<file path="config.mk">
export PLATFORM = sky130hd
export DESIGN_NAME = accum_ctrl
export DESIGN_NICKNAME = d
export VERILOG_FILES = /design/src/rtl/accum_ctrl_pkg.sv /design/src/rtl/accum_ctrl_rr_arbiter.sv /design/src/rtl/accum_ctrl.sv
export SDC_FILE = /design/constraint.sdc
export NUM_CORES = 1
export LEC_CHECK = 0
export CELL_PAD_IN_SITES_DETAIL_PLACEMENT = 1
export CELL_PAD_IN_SITES_GLOBAL_PLACEMENT = 1
export CORE_MARGIN = 10
export CORE_UTILIZATION = 27
export DETAILED_ROUTE_END_ITERATION = 10
export HOLD_SLACK_MARGIN = 0.1
export PLACE_DENSITY_LB_ADDON = 0.2
export SYNTH_ARGS = -nofsm -noshare
export SYNTH_HDL_FRONTEND = slang
export SYNTH_HIERARCHICAL = 1
export SYNTH_SLANG_ARGS = --single-unit
</file>
<file path="constraint.sdc">
create_clock -name clk -period 4.27 [get_ports clk]
set_input_delay 0.854 -clock clk [delete_from_list [all_inputs] [get_ports clk]]
set_output_delay 0.854 -clock clk [all_outputs]
set_load 0.01 [all_outputs]
</file>
<file path="src/rtl/accum_ctrl_pkg.sv">
// Shared types and constants for the wordcount accumulator job sequencer.
package accum_ctrl_pkg;

  typedef enum logic [2:0] {
    ST_IDLE     = 3'd0,
    ST_CLEAR    = 3'd1,
    ST_CLRWAIT  = 3'd2,
    ST_RUN      = 3'd3,
    ST_FLUSH    = 3'd4,
    ST_DUMP_RD  = 3'd5,
    ST_DUMP_OUT = 3'd6
  } state_t;

  localparam int FLUSH_CYCLES = 4;
  localparam int COUNT_WIDTH  = 32;
  localparam logic [COUNT_WIDTH-1:0] INC_VALUE = 32'd1;

  // Lane after 'lane' in an n-way rotation.
  function automatic int next_lane(input int lane, input int n);
    return (lane + 1 >= n) ? 0 : lane + 1;
  endfunction

endpackage

</file>
<file path="src/rtl/accum_ctrl_rr_arbiter.sv">
// Round-robin arbiter: one-hot grant to the first requester at or after i_ptr.
module rr_arbiter #(
  parameter int N  = 4,
  parameter int PW = (N > 1) ? $clog2(N) : 1
) (
  input  logic [N-1:0]  i_req,
  input  logic [PW-1:0] i_ptr,
  output logic [N-1:0]  o_grant,
  output logic [PW-1:0] o_idx,
  output logic          o_any
);

  int w_cand;

  always_comb begin
    o_grant = '0;
    o_idx   = '0;
    o_any   = 1'b0;
    w_cand  = 0;
    for (int k = 0; k < N; k++) begin
      w_cand = int'(i_ptr) + k;
      if (w_cand >= N) w_cand = w_cand - N;
      if (!o_any && i_req[w_cand]) begin
        o_any           = 1'b1;
        o_grant[w_cand] = 1'b1;
        o_idx           = PW'(w_cand);
      end
    end
  end

endmodule

</file>
<file path="src/rtl/accum_ctrl.sv">
// Job sequencer and round-robin front end for the wordcount accumulator array.
// Build option ACCUM_CTRL_SKIP_ZERO_EN: dump entries whose count is zero are not emitted.
//
//   state       | meaning
//   ST_IDLE     | waiting for start
//   ST_CLEAR    | one-cycle clear kick to the array
//   ST_CLRWAIT  | wait for array clear (first cycle ignored, busy is registered)
//   ST_RUN      | arbitrate hit streams into the accumulate port
//   ST_FLUSH    | drain array write pipeline
//   ST_DUMP_RD  | present read address for current index
//   ST_DUMP_OUT | offer (addr,count) until accepted
module accum_ctrl
  import accum_ctrl_pkg::*;
#(
  parameter int NUM_REQ    = 4,
  parameter int ADDR_WIDTH = 14
) (
  input  logic                          clk,
  input  logic                          reset,
  input  logic                          start,
  input  logic                          finish,
  output logic                          busy,
  output logic                          done,
  input  logic [NUM_REQ-1:0]            req_valid,
  input  logic [NUM_REQ*ADDR_WIDTH-1:0] req_addr,
  output logic [NUM_REQ-1:0]            req_ready,
  output logic                          acc_clear_kick,
  input  logic                          acc_clear_busy,
  output logic [31:0]                   acc_addr,
  output logic [63:0]                   acc_din,
  output logic                          acc_we,
  input  logic [63:0]                   acc_q,
  output logic                          dump_valid,
  output logic [ADDR_WIDTH-1:0]         dump_addr,
  output logic [COUNT_WIDTH-1:0]        dump_count,
  input  logic                          dump_ready
);

  localparam int PW  = $clog2(NUM_REQ);
  localparam int FCW = $clog2(FLUSH_CYCLES + 1);
  localparam logic [ADDR_WIDTH-1:0] LAST_IDX = '1;

  state_t                  r_state;
  state_t                  w_next;
  logic [PW-1:0]           r_ptr;
  logic                    r_clr_first;
  logic [FCW-1:0]          r_flush_cnt;
  logic [ADDR_WIDTH-1:0]   r_idx;
  logic                    r_out_first;
  logic [COUNT_WIDTH-1:0]  r_dump_count;
  logic [31:0]             r_acc_addr;
  logic [63:0]             r_acc_din;
  logic                    r_acc_we;
  logic                    r_done;

  logic [NUM_REQ-1:0]      w_grant;
  logic [PW-1:0]           w_gidx;
  logic                    w_gany;
  logic                    w_xfer;
  logic [ADDR_WIDTH-1:0]   w_gaddr;
  logic [COUNT_WIDTH-1:0]  w_dump_cnt;
  logic                    w_skip;
  logic                    w_valid;
  logic                    w_adv;
  logic                    w_last;
  logic [ADDR_WIDTH-1:0]   w_rd_idx;
  logic                    w_unused_q;

  rr_arbiter #(.N(NUM_REQ), .PW(PW)) u_arb (
    .i_req   (req_valid),
    .i_ptr   (r_ptr),
    .o_grant (w_grant),
    .o_idx   (w_gidx),
    .o_any   (w_gany)
  );

  assign w_xfer     = (r_state == ST_RUN) && w_gany;
  assign w_gaddr    = req_addr[int'(w_gidx)*ADDR_WIDTH +: ADDR_WIDTH];
  assign w_last     = (r_idx == LAST_IDX);
  assign w_rd_idx   = (r_state == ST_FLUSH) ? '0 : r_idx + ADDR_WIDTH'(1);
  assign w_unused_q = ^acc_q[63:32];

  // First DUMP_OUT cycle shows read data directly; the capture register holds it after.
  assign w_dump_cnt = r_out_first ? acc_q[COUNT_WIDTH-1:0] : r_dump_count;

`ifdef ACCUM_CTRL_SKIP_ZERO_EN
  assign w_skip = (r_state == ST_DUMP_OUT) && (w_dump_cnt == '0);
`else
  assign w_skip = 1'b0;
`endif

  assign w_valid = (r_state == ST_DUMP_OUT) && !w_skip;
  assign w_adv   = (r_state == ST_DUMP_OUT) && (w_skip || dump_ready);

  always_ff @(posedge clk) begin
    if (reset) r_state <= ST_IDLE;
    else       r_state <= w_next;
  end

  always_comb begin
    w_next = r_state;
    case (r_state)
      ST_IDLE:     if (start) w_next = ST_CLEAR;
      ST_CLEAR:    w_next = ST_CLRWAIT;
      ST_CLRWAIT:  if (!r_clr_first && !acc_clear_busy) w_next = ST_RUN;
      ST_RUN:      if (finish) w_next = ST_FLUSH;
      ST_FLUSH:    if (r_flush_cnt == '0) w_next = ST_DUMP_RD;
      ST_DUMP_RD:  w_next = ST_DUMP_OUT;
      ST_DUMP_OUT: if (w_adv) w_next = w_last ? ST_IDLE : ST_DUMP_RD;
      default:     w_next = ST_IDLE;
    endcase
  end

  always_ff @(posedge clk) begin
    if (reset) begin
      r_ptr        <= '0;
      r_clr_first  <= 1'b0;
      r_flush_cnt  <= '0;
      r_idx        <= '0;
      r_out_first  <= 1'b0;
      r_dump_count <= '0;
      r_acc_addr   <= '0;
      r_acc_din    <= '0;
      r_acc_we     <= 1'b0;
      r_done       <= 1'b0;
    end else begin
      r_done      <= w_adv && w_last;
      r_clr_first <= (r_state == ST_CLEAR);
      r_out_first <= (r_state == ST_DUMP_RD);
      r_acc_we    <= w_xfer;

      if ((r_state == ST_RUN) && finish)
        r_flush_cnt <= FCW'(FLUSH_CYCLES - 1);
      else if ((r_state == ST_FLUSH) && (r_flush_cnt != '0))
        r_flush_cnt <= r_flush_cnt - FCW'(1);

      if (w_xfer) begin
        r_acc_addr <= 32'(w_gaddr);
        r_acc_din  <= {32'h0, INC_VALUE};
        r_ptr      <= PW'(next_lane(int'(w_gidx), NUM_REQ));
      end else if (w_next == ST_DUMP_RD) begin
        r_acc_addr <= 32'(w_rd_idx);
      end

      if (r_out_first) r_dump_count <= acc_q[COUNT_WIDTH-1:0];

      if (r_state == ST_FLUSH)
        r_idx <= '0;
      else if (w_adv)
        r_idx <= w_last ? '0 : r_idx + ADDR_WIDTH'(1);
    end
  end

  always_comb begin
    busy           = (r_state != ST_IDLE);
    done           = r_done;
    acc_clear_kick = (r_state == ST_CLEAR);
    req_ready      = (r_state == ST_RUN) ? w_grant : '0;
    acc_addr       = r_acc_addr;
    acc_din        = r_acc_din;
    acc_we         = r_acc_we;
    dump_valid     = w_valid;
    dump_addr      = r_idx;
    dump_count     = w_dump_cnt;
  end

endmodule

</file>
**After elaboration in Yosys (flattened, before gate mapping)**

Cells that the tools add are included.

- Bitwise logic cells: 3
- Equality and inequality tests: 8
- Reduce and logical (&&, ||, !) cells: 26
- Shifts and indexed selects: 1
- $add $sub $neg: 10
- Mux-type cells: 52
- $lt $le $gt $ge: 13
- $mul: 1

Operator list:

| operator | number |
|---|---|
| 32-bit 2-to-1 mux | 5 |
| 32-bit by 1-bit greater-or-equal comparator with 1-bit output, second input constant | 4 |
| 32-bit by 4-bit < comparator with 1-bit output, second input constant | 4 |
| 32-bit by 4-bit greater-or-equal comparator with 1-bit output, second input constant | 3 |
| 32-bit by 4-bit subtractor with 32-bit output, second input constant | 3 |
| 14-bit 2-to-1 mux | 4 |
| 56-bit by 7-bit variable part select with 14-bit output | 1 |
| 3-bit one-hot mux with 7 select lines | 1 |
| 4-bit 2-to-1 mux | 5 |
| 3-bit 2-to-1 mux | 6 |
| 1-bit 2-to-1 mux | 16 |
| 14-bit by 1-bit adder with 14-bit output, second input constant | 1 |
| 14-bit == test, second input constant | 1 |
| 2-bit 2-to-1 mux | 7 |
| 1-bit logical AND | 13 |
| 3-bit == test, second input constant | 4 |
| 4-bit bitwise OR | 3 |
| 1-bit binary-select mux with 2-bit select | 4 |
| 1-bit demux with 2-bit select | 4 |
| 2-bit by 1-bit adder with 3-bit output, second input constant | 2 |
| 2-bit by 2-bit adder with 3-bit output, second input constant | 2 |
| 3-bit by 2-bit == test with 1-bit output, second input constant | 2 |
| 3-bit zero test | 2 |
| 3-bit nonzero test | 2 |
| other kinds (9) | 15 |

- Flip-flop bits (word level): 73
- Output and inout port bits: 151

**Longest topological paths before layout**

Gate-level depths: netlist of run 1.

- Depth in word-level cells: 18
- Gate-level depth with buffers: 14
- Mapped depth without buffers: 10

**By module**

Netlist of run 1, hierarchy kept.

Modules (own cells, without submodules):

| module | sequential area each (sq um) | times used | area each (sq um) | cells an instance |
|---|---|---|---|---|
| accum_ctrl | 1461.4 | 1 | 4390.5 | 466 |
| rr_arbiter | 0.0 | 1 | 460.4 | 48 |

**Worst setup path after synthesis of run 1**

Ideal clock, no wire load.

- Path kind: input to register
- Start point: input req_valid[2]
- End point: register r_acc_addr[10], in the netlist acc_addr[10]
- Arrival time: 3564 ps
- Library setup time: 116 ps
- Cell stages on the path: 8
- Path slack: 590 ps
- Path through: mux4_1 -> clkbuf_1 -> o31ai_1 -> clkbuf_1 -> buf_2 -> mux4_2 -> a22o_1 -> o211a_1

- Cells in the longest elaborated chain, start to end: 16

RTL lines:

| what | RTL line | RTL |
|---|---|---|
| start, declared | accum_ctrl.sv:24 | `input logic [NUM_REQ-1:0] req_valid,` |
| 1-bit binary-select mux with 2-bit select | accum_ctrl_rr_arbiter.sv:23 | `if (!o_any && i_req[w_cand]) begin` |
| 1-bit 2-to-1 mux (implied by the code) (2 in series) | accum_ctrl_rr_arbiter.sv:23 |  |
| 1-bit 2-to-1 mux | accum_ctrl_rr_arbiter.sv:23 |  |
| 1-bit zero test | accum_ctrl_rr_arbiter.sv:23 |  |
| 1-bit logical AND | accum_ctrl_rr_arbiter.sv:23 |  |
| 1-bit 2-to-1 mux | accum_ctrl_rr_arbiter.sv:23 |  |
| 1-bit zero test | accum_ctrl_rr_arbiter.sv:23 |  |
| 1-bit logical AND | accum_ctrl_rr_arbiter.sv:23 |  |
| 1-bit 2-to-1 mux | accum_ctrl_rr_arbiter.sv:23 |  |
| 1-bit zero test | accum_ctrl_rr_arbiter.sv:23 |  |
| 1-bit logical AND | accum_ctrl_rr_arbiter.sv:23 |  |
| 2-bit 2-to-1 mux (*) | accum_ctrl_rr_arbiter.sv:23 |  |
| via w_gidx[0] | accum_ctrl.sv:57 | `logic [PW-1:0] w_gidx;` |
| 2-bit by 3-bit multiplier with 5-bit output (*) | accum_ctrl.sv:78 | `assign w_gaddr = req_addr[int'(w_gidx)*ADDR_WIDTH +: ADDR_WIDTH];` |
| 56-bit by 7-bit variable part select with 14-bit output (*) | accum_ctrl.sv:78 |  |
| 14-bit 2-to-1 mux (*) | accum_ctrl.sv:137 | `if (w_xfer) begin` |
| end signal, assigned | accum_ctrl.sv:138 | `r_acc_addr <= 32'(w_gaddr);` |
| end signal, assigned | accum_ctrl.sv:142 | `r_acc_addr <= 32'(w_rd_idx);` |
| end, declared | accum_ctrl.sv:51 | `logic [31:0] r_acc_addr;` |

The timed path passes the listed nets; every way through them passes the cells marked *. The select of a mux whose other input is x is not followed.
A chain may end at the register's enable or synchronous reset.

**Worst setup path after layout of run 1**

- Start point: input req_valid[2]
- End point: output req_ready[0]

- Cells in the longest elaborated chain, start to end: 14

RTL lines:

| what | RTL line | RTL |
|---|---|---|
| 1-bit binary-select mux with 2-bit select | accum_ctrl_rr_arbiter.sv:23 |  |
| 1-bit 2-to-1 mux (implied by the code) (2 in series) | accum_ctrl_rr_arbiter.sv:23 |  |
| 1-bit 2-to-1 mux | accum_ctrl_rr_arbiter.sv:23 |  |
| 1-bit zero test | accum_ctrl_rr_arbiter.sv:23 |  |
| 1-bit logical AND | accum_ctrl_rr_arbiter.sv:23 |  |
| 1-bit 2-to-1 mux | accum_ctrl_rr_arbiter.sv:23 |  |
| 1-bit zero test | accum_ctrl_rr_arbiter.sv:23 |  |
| 1-bit logical AND | accum_ctrl_rr_arbiter.sv:23 |  |
| 1-bit 2-to-1 mux | accum_ctrl_rr_arbiter.sv:23 |  |
| 1-bit zero test | accum_ctrl_rr_arbiter.sv:23 |  |
| 1-bit logical AND | accum_ctrl_rr_arbiter.sv:23 |  |
| 4-bit 2-to-1 mux (*) | accum_ctrl_rr_arbiter.sv:23 |  |
| via w_grant[0] | accum_ctrl.sv:56 | `logic [NUM_REQ-1:0] w_grant;` |
| 4-bit 2-to-1 mux (*) | accum_ctrl.sv:158 | `req_ready = (r_state == ST_RUN) ? w_grant : '0;` |
| end, declared | accum_ctrl.sv:26 | `output logic [NUM_REQ-1:0] req_ready,` |

Marks and branches as above.

==> summary.md, run 1 <==
| Metric | Value |
|---|---|
| Status | `completed` |
| TNS Setup | `0 ns` |
| Synth Area in Adders | `3.10%` |
| Seq/Total Area, Yosys | `30.1%` |
| Fin nets | `814` |
| Post-synth top cells | `buf_4, dfxtp_1, and2_1, mux2_2, nor2_1` |
| Post-Syn Area | `4850 um^2` |
| Met2 WL post-DR | `8.23 mm` |
| TritonCTS Buffers | `9` |
| Initial antenna violation count | `0` |
| Routed WL per cell | `19.0 um` |
| Async SR Flop Fraction | `0%` |
| Max Cap Viol | `0` |
| Critical R2R Launch | `r_ptr[0]` |
| CTS tree | `done` |
| Largest net degree at the start of global routing | `43` |
| Clk pwr share | `41.3%` |
| Clock Skew | `0.00664 ns` |
| Vias | `4085` |
| Max Fanout on Critical Path | `6` |
| Internal | `1.28 mW` |
| Post-CTS setup buffer count | `0` |
| WL final | `17.1 mm` |
| FF-to-FF End | `acc_addr[12]` |
| Post-route antenna net violation count | `0` |
| Xor-xnor portion of the synthesized cell area | `3.07%` |
| Least-Margin Pin Slew | `1.20 ns` |
| Mux share of post-synthesis cell area | `16.7%` |
| Worst r2r path cells | `9` |
| Crit-path slowest cell | `mux4_1` |
| Slowest stage delay, CP | `0.59 ns` |
| CTS clk-pin slew, worst paths | `0.07 ns` |
| Combinational share of power | `19.3%` |
| DP Area | `6470 um^2` |
| Placer Congestion | `0.838` |
| Io pins | `281` |
| Critical path class | `input port to output port` |
| Main combinational cell family by area after synthesis | `simple AND/OR/NAND/NOR gates` |
| Die ar. | `23700 um^2` |
| Yosys top cell by area | `dfxtp_1` |
| Ys flop type | `dfxtp_1` |
| Setup violations, final | `0` |
| Final Max Tran Viols | `0` |
| First-pass GRT wire length | `25.9 mm` |
| Worst min-delay path class | `flip-flop to flip-flop` |
| Core box area | `17500 um^2` |
| Switching Share | `28.4%` |
| PD cells | `265 nW/um^2` |
| Worst Path Arrival | `3.24 ns` |
| Number of global-route vias before repair | `4434` |
| Hold Path End | `acc_din[0]` |
| DRC errors left | `0` |
| Met3 routed WL | `898 um` |
| Number of synthesized flops with an enable pin | `0` |
| # diodes | `0` |
| Die width | `154 um` |
| Design Area, Final | `6760 um^2` |
| Total track usage | `13.7%` |
| Sequential Area | `1460 um^2` |
| Critical Path RT | `3.42 ns` |
| F_max | `244 MHz` |
| Worst VDD drop | `173 uV` |
| DRT iter0 DRCs | `228` |
| Vias per cell | `4.53` |
| CP endpoint kind | `output port` |
| Period utilization | `95.9%` |
| Leak pwr | `2.70 nW` |
| Port bufs | `167` |
| Synth top area share | `30.1%` |
| Fin crit period | `4.10 ns` |
| Clock Sinks | `73` |
| Max Buffers Root-to-Sink | `2` |
| RSZ-0062 raised after global routing | `false` |
| DR pass1 iterations | `4` |
| Switching pwr | `0.509 mW` |
| Final core utilization | `38.7%` |
| Yosys warnings | `6` |
| Crit path launch type | `input port` |
| Top Metal Used | `met4` |
| Skew-Pair Late Insertion Delay | `0.34 ns` |
| # hold bufs at CTS | `0` |
| Rows | `48` |
| Post-CTS sizing | `0` |
| Overflow after GRT | `0` |
| Multi-input logic area | `2910 um^2` |
| Synth cell types | `54` |
| Worst Hold Launch | `acc_din[0]` |
| Met1 Wirelength | `7.78 mm` |
| Clock H-tree levels | `3` |
| Cell depth of the worst min-delay path | `2` |
| Fin. Hold Viols | `0` |
| Filler instances | `2062` |
| Rel. slew slack | `19.3%` |
| Compound-Gate Fraction of Synth Area | `13.6%` |
| Crit-path cells | `clkdlybuf4s50_1 -> mux4_1 -> nor4b_4 -> a22oi_1 -> o21ai_0 -> and2_1 -> clkdlybuf4s50_1` |
| Simple-gate share of the synthesized area | `17.0%` |
| Post-Syn Area per Cell | `9.44 um^2` |
| Flop-to-flop setup slack | `1.03 ns` |
| Overall Power | `1.79 mW` |
| Initial core utilization | `27.8%` |
| Clock root buffer | `clkbuf_16` |
| Flops & latches, synth | `73` |
| CP most frequent cell | `clkdlybuf4s50_1` |
| Dpl hpwl | `13.9 mm` |
| Area growth from synthesis to final layout | `39.4%` |
| Most common cell in the netlist | `buf_4` |
| Share of layout cells above drive strength 1 | `13.4%` |
| Die height | `154 um` |
| Flop pwr share | `39.4%` |
| Cells after Synth | `514` |
| Synth area leaders | `dfxtp_1, buf_4, mux2_2` |
[worst max-delay path, delay by kind of cell]
family | cells | cell delay (ns)
AOI/OAI and AO/OA | 2 | 0.21
buffers and inverters | 2 | 1.01
muxes | 1 | 0.59
and+or+nand+nor | 2 | 0.57
[registers in the layout (all words and copies together), names as in the netlist]
| name | flops |
|---|---|
| r_ptr | 2 |
| done | 1 |
| r_clr_first | 1 |
| r_flush_cnt | 3 |
| acc_din | 1 |
| r_state | 3 |
| r_dump_count | 32 |
| acc_we | 1 |
| dump_addr | 14 |
| r_out_first | 1 |
| acc_addr | 14 |
[stage by stage]
step | hold WS, ns | setup WS [ns] | std cells
after floorplan | 0.462 | 0.590 | 594
after global placement | 0.456 | 0.199 | 886
after detailed placement | 0.497 | 0.144 | 886
after CTS | 0.513 | 0.146 | 902
after global routing | 0.524 | 0.00774 | 902
final | 0.504 | 0.175 | 902
[layout by cell type, fill, tap and decap left out, types with 3 or more instances in the layout]
cell,synthesis,final
nor2_1,26,26
a211oi_2,4,4
nor2b_1,4,4
mux4_1,3,3
and2_1,39,39
a311oi_2,3,3
a22o_1,7,7
xor2_1,10,10
buf_4,81,12
a21o_1,7,7
nand2_1,23,23
o211a_1,7,7
nand2b_1,3,3
inv_1,10,10
nor3b_1,3,3
nand3_1,8,8
dfxtp_1,73,73
or3_1,5,5
ha_1,12,12
o21ai_0,16,16
conb_1,1,81
nor4_1,6,6
mux4_2,15,15
clkdlybuf4s50_1,0,167
xnor2_1,7,7
mux2_2,34,34
a22oi_1,13,13
nor3_1,10,10
a21oi_1,25,25
clkbuf_16,0,9
[cell type report]
type / instances / area share (%)
well taps: 225 / 4.16
multi-input cells: 398 / 43.0
inverters: 10 / 0.555
repair buffers: 180 / 26.4
flip-flops and latches: 73 / 21.6
clock inverters: 7 / 0.944
clock buffers: 9 / 3.33
[power groups by stage]
stage                     Sequential [mW]  Clock [mW]  Combinational [mW]
after global placement              0.720           0               0.337
after floorplan                     0.718           0               0.237
after detailed placement            0.721           0               0.344
final                               0.706       0.739               0.346
after CTS                           0.705       0.773               0.345
after global routing                0.707       0.806               0.377
[cell families (layout without fill, tap and decap cells)]
kind of cell | Yosys count | count (layout)
adder cells (fa/ha/maj) | 12 | 12
XOR/XNOR | 17 | 17
buffers and inverters | 123 | 206
AND/OR/NAND/NOR | 144 | 144
other | 1 | 81
flip-flops | 73 | 73
AO/OA/AOI/OAI | 91 | 91
multiplexers | 53 | 53
[layer usage]
layer  vias to the layer above  GRT usage, %
met5                         -             0
met2                       147          22.5
met3                        13          3.85
met4                         0          4.41
met1                      1953          16.9
li1                       1972             -
[worst max path at each step]
stage,depth (start not counted),end,startpoint
2_1_floorplan,8,acc_addr[10],req_valid[2]
3_3_place_gp,7,req_ready[0],req_valid[2]
3_5_place_dp,7,req_ready[2],req_valid[2]
4_1_cts,7,req_ready[2],req_valid[2]
5_1_grt,7,req_ready[3],req_valid[2]
6_report,7,req_ready[0],req_valid[2]
No activity file was read; power rests on OpenSTA's default activity.
==> inputs of run 2 (changes only) <==
--- a/config.mk
+++ b/config.mk
@@ -11,7 +11,8 @@
 export CORE_UTILIZATION = 27
 export DETAILED_ROUTE_END_ITERATION = 10
 export HOLD_SLACK_MARGIN = 0.1
-export PLACE_DENSITY_LB_ADDON = 0.2
+export PLACE_DENSITY = 0.89
+export RECOVER_POWER = 100
 export SYNTH_ARGS = -nofsm -noshare
 export SYNTH_HDL_FRONTEND = slang
 export SYNTH_HIERARCHICAL = 1
==> summary.md, run 2 (same netlist as run 1, synthesis figures left out) <==
| Metric | Value |
|---|---|
| WL final | `16.9 mm (was 17.1 mm)` |
| Area growth from synthesis to final layout | `39.7% (was 39.4%)` |
| Biggest register | `r_dump_count (unchanged)` |
| Critical Path RT | `3.42 ns (about the same)` |
| Routed WL per cell | `18.7 um (was 19.0 um)` |
| Number of global-route vias before repair | `4676 (was 4434)` |
| Clock H-tree levels | `3 (unchanged)` |
| Switching Share | `26.1% (was 28.4%)` |
| Status | `finished, violations left (was completed)` |
| Max Fanout on Critical Path | `5 (was 6)` |
| Max Buffers Root-to-Sink | `2 (unchanged)` |
| Setup slack after layout | `0.106 ns (was 0.175 ns)` |
| Period utilization | `97.5% (was 95.9%)` |
| Worst VDD drop | `233 uV (was 173 uV)` |
| Rel. slew slack | `-10.3% (was 19.3%)` |
| PD cells | `268 nW/um^2 (was 265 nW/um^2)` |
| Switching pwr | `0.474 mW (was 0.509 mW)` |
| Max Cap Viol | `1 (was 0)` |
| Worst slack at placement | `-0.00868 ns (was 0.144 ns)` |
| Vias per cell | `4.62 (was 4.53)` |
| Initial antenna violation count | `0 (unchanged)` |
| Clk pwr share | `41.8% (was 41.3%)` |
| Post-route antenna net violation count | `0 (unchanged)` |
| Clock Sinks | `73 (unchanged)` |
| Rows | `48 (unchanged)` |
| Total track usage | `13.7% (about the same)` |
| CP endpoint kind | `output port (unchanged)` |
| Dpl hpwl | `13.4 mm (was 13.9 mm)` |
| Core box area | `17500 um^2 (unchanged)` |
| Most common cell after layout, fill and taps aside | `clkdlybuf4s50_1 (unchanged)` |
| Setup violations, final | `0 (unchanged)` |
| DR pass1 iterations | `6 (was 4)` |
| Fin crit period | `4.16 ns (was 4.10 ns)` |
| TritonCTS Buffers | `9 (unchanged)` |
| CTS clk-pin slew, worst paths | `0.06 ns (was 0.07 ns)` |
| Fin nets | `819 (was 814)` |
| Internal | `1.34 mW (was 1.28 mW)` |
| Skew-Pair Late Insertion Delay | `0.34 ns (about the same)` |
| Fin. Hold Viols | `0 (unchanged)` |
| CTS tree | `done (unchanged)` |
| Combinational share of power | `19.3% (about the same)` |
| Crit path launch type | `input port (unchanged)` |
| Largest net degree at the start of global routing | `44 (was 43)` |
| Worst Path Arrival | `3.31 ns (was 3.24 ns)` |
| Commonest non-fill, non-tap cells in the layout | `clkdlybuf4s50_1, conb_1, dfxtp_1 (unchanged)` |
| Least-Margin Pin Slew | `1.65 ns (was 1.20 ns)` |
| Leak pwr | `2.94 nW (was 2.70 nW)` |
| Failing checks | `capacitance limit, slew limit` |
| F_max | `240 MHz (was 244 MHz)` |
| # diodes | `0 (unchanged)` |
| Die width | `154 um (unchanged)` |
| Max reg flops | `32 (unchanged)` |
| RSZ-0062 raised after global routing | `false (unchanged)` |
| DRC errors left | `0 (unchanged)` |
| First-pass GRT wire length | `26.3 mm (was 25.9 mm)` |
| Worst min-delay path class | `flip-flop to flip-flop (unchanged)` |
| # hold bufs at CTS | `0 (unchanged)` |
| Clock root buffer | `clkbuf_16 (unchanged)` |
| Critical path class | `input port to output port (unchanged)` |
| Overall Power | `1.81 mW (was 1.79 mW)` |
| DRT iter0 DRCs | `167 (was 228)` |
| Final Max Tran Viols | `44 (was 0)` |
| Placer Congestion | `0.765 (was 0.838)` |
| Initial core utilization | `27.8% (unchanged)` |
| Overflow after GRT | `0 (unchanged)` |
| Clock Skew | `0.00667 ns (was 0.00664 ns)` |
| Filler instances | `2006 (was 2062)` |
| Flop pwr share | `38.9% (was 39.4%)` |
| Share of layout cells above drive strength 1 | `13.5% (was 13.4%)` |
| Die ar. | `23700 um^2 (unchanged)` |
| Io pins | `281 (unchanged)` |
| Flop-to-flop setup slack | `0.66 ns (was 1.03 ns)` |
| Port bufs | `167 (unchanged)` |
| Vias | `4188 (was 4085)` |
| Die height | `154 um (unchanged)` |
-- run 2: changes by cell type in the layout (fill, tap and decap cells not counted), moves of 2 or more --
cell             before  now
clkbuf_1              0    6
dlygate4sd3_1         0   68
and2_0                0   18
clkinv_2              0    2
dlymetal6s2s_1        0    2
and2_1               39   21
clkdlybuf4s50_1     167   97
clkinv_4              2    0
mux4_1                3    1
inv_8                 2    0
clkinvlp_4            2    0
mux4_2               15   17
-- run 2: layer usage --
| layer | routed length [um] | vias up | GRT usage, % |
|---|---|---|---|
| li1 | - | 1983 | - |
| met1 | 7000 | 2021 | 15.5 |
| met2 | 8440 | 176 | 23.8 |
| met3 | 1360 | 8 | 5.22 |
| met4 | 138 | 0 | 2.88 |
| met5 | 0 | - | 0 |
-- run 2: repair_timing --
| action | CTS | global route |
|---|---|---|
| buffers inserted | 0 | 1 |
| hold endpoints to repair | 0 | 0 |
| setup endpoints to repair | 1 | 4 |
| pin swaps | 0 | 1 |
| resized for setup | 1 | 4 |
-- run 2: path summary, 6_finish.rpt --
check               startpoint            to  depth (start not counted)
setup reg to reg      r_ptr[0]   acc_addr[4]                          9
setup / recovery  req_valid[0]  req_ready[1]                          8
hold / removal      acc_din[0]    acc_din[0]                          2
hold reg to reg     acc_din[0]    acc_din[0]                          2
-- run 2: final cells by class --
type | instances | area (um^2) | area share [%]
timing repair buffer | 185 | 1810 | 26.7
tap | 225 | 282 | 4.15
clock inverter | 3 | 40.0 | 0.591
clock buffer | 13 | 250 | 3.69
sequential | 73 | 1460 | 21.6
inverter | 10 | 37.5 | 0.554
multi-input combinational | 398 | 2900 | 42.8
-- run 2: metrics by stage --
step	hold slack (ns)	instance area, um^2	utilization (%)	cells	setup TNS (ns)
6_report	0.483	6780	38.8	907	0
5_1_grt	0.547	6780	38.8	907	0
4_1_cts	0.490	6790	38.8	906	0
3_3_place_gp	0.452	6500	37.2	890	0
2_1_floorplan	0.462	5150	-	594	0
3_5_place_dp	0.476	6500	37.2	890	-0.00924
-- run 2: critical path: stages --
cell             delay (ns)
clkdlybuf4s50_1        0.49
mux4_2                 0.51
buf_2                  0.17
nor4b_4                0.39
a22oi_1                0.14
o21ai_0                0.09
and2_1                 0.13
clkdlybuf4s50_1        0.53
-- run 2: power by group through the flow --
stage / logic [mW] / clock network, mW / registers (mW)
after floorplan: 0.237 / 0 / 0.718
after global placement: 0.347 / 0 / 0.721
after detailed placement: 0.354 / 0 / 0.721
after CTS: 0.355 / 0.782 / 0.706
after global routing: 0.380 / 0.809 / 0.709
final: 0.350 / 0.759 / 0.706
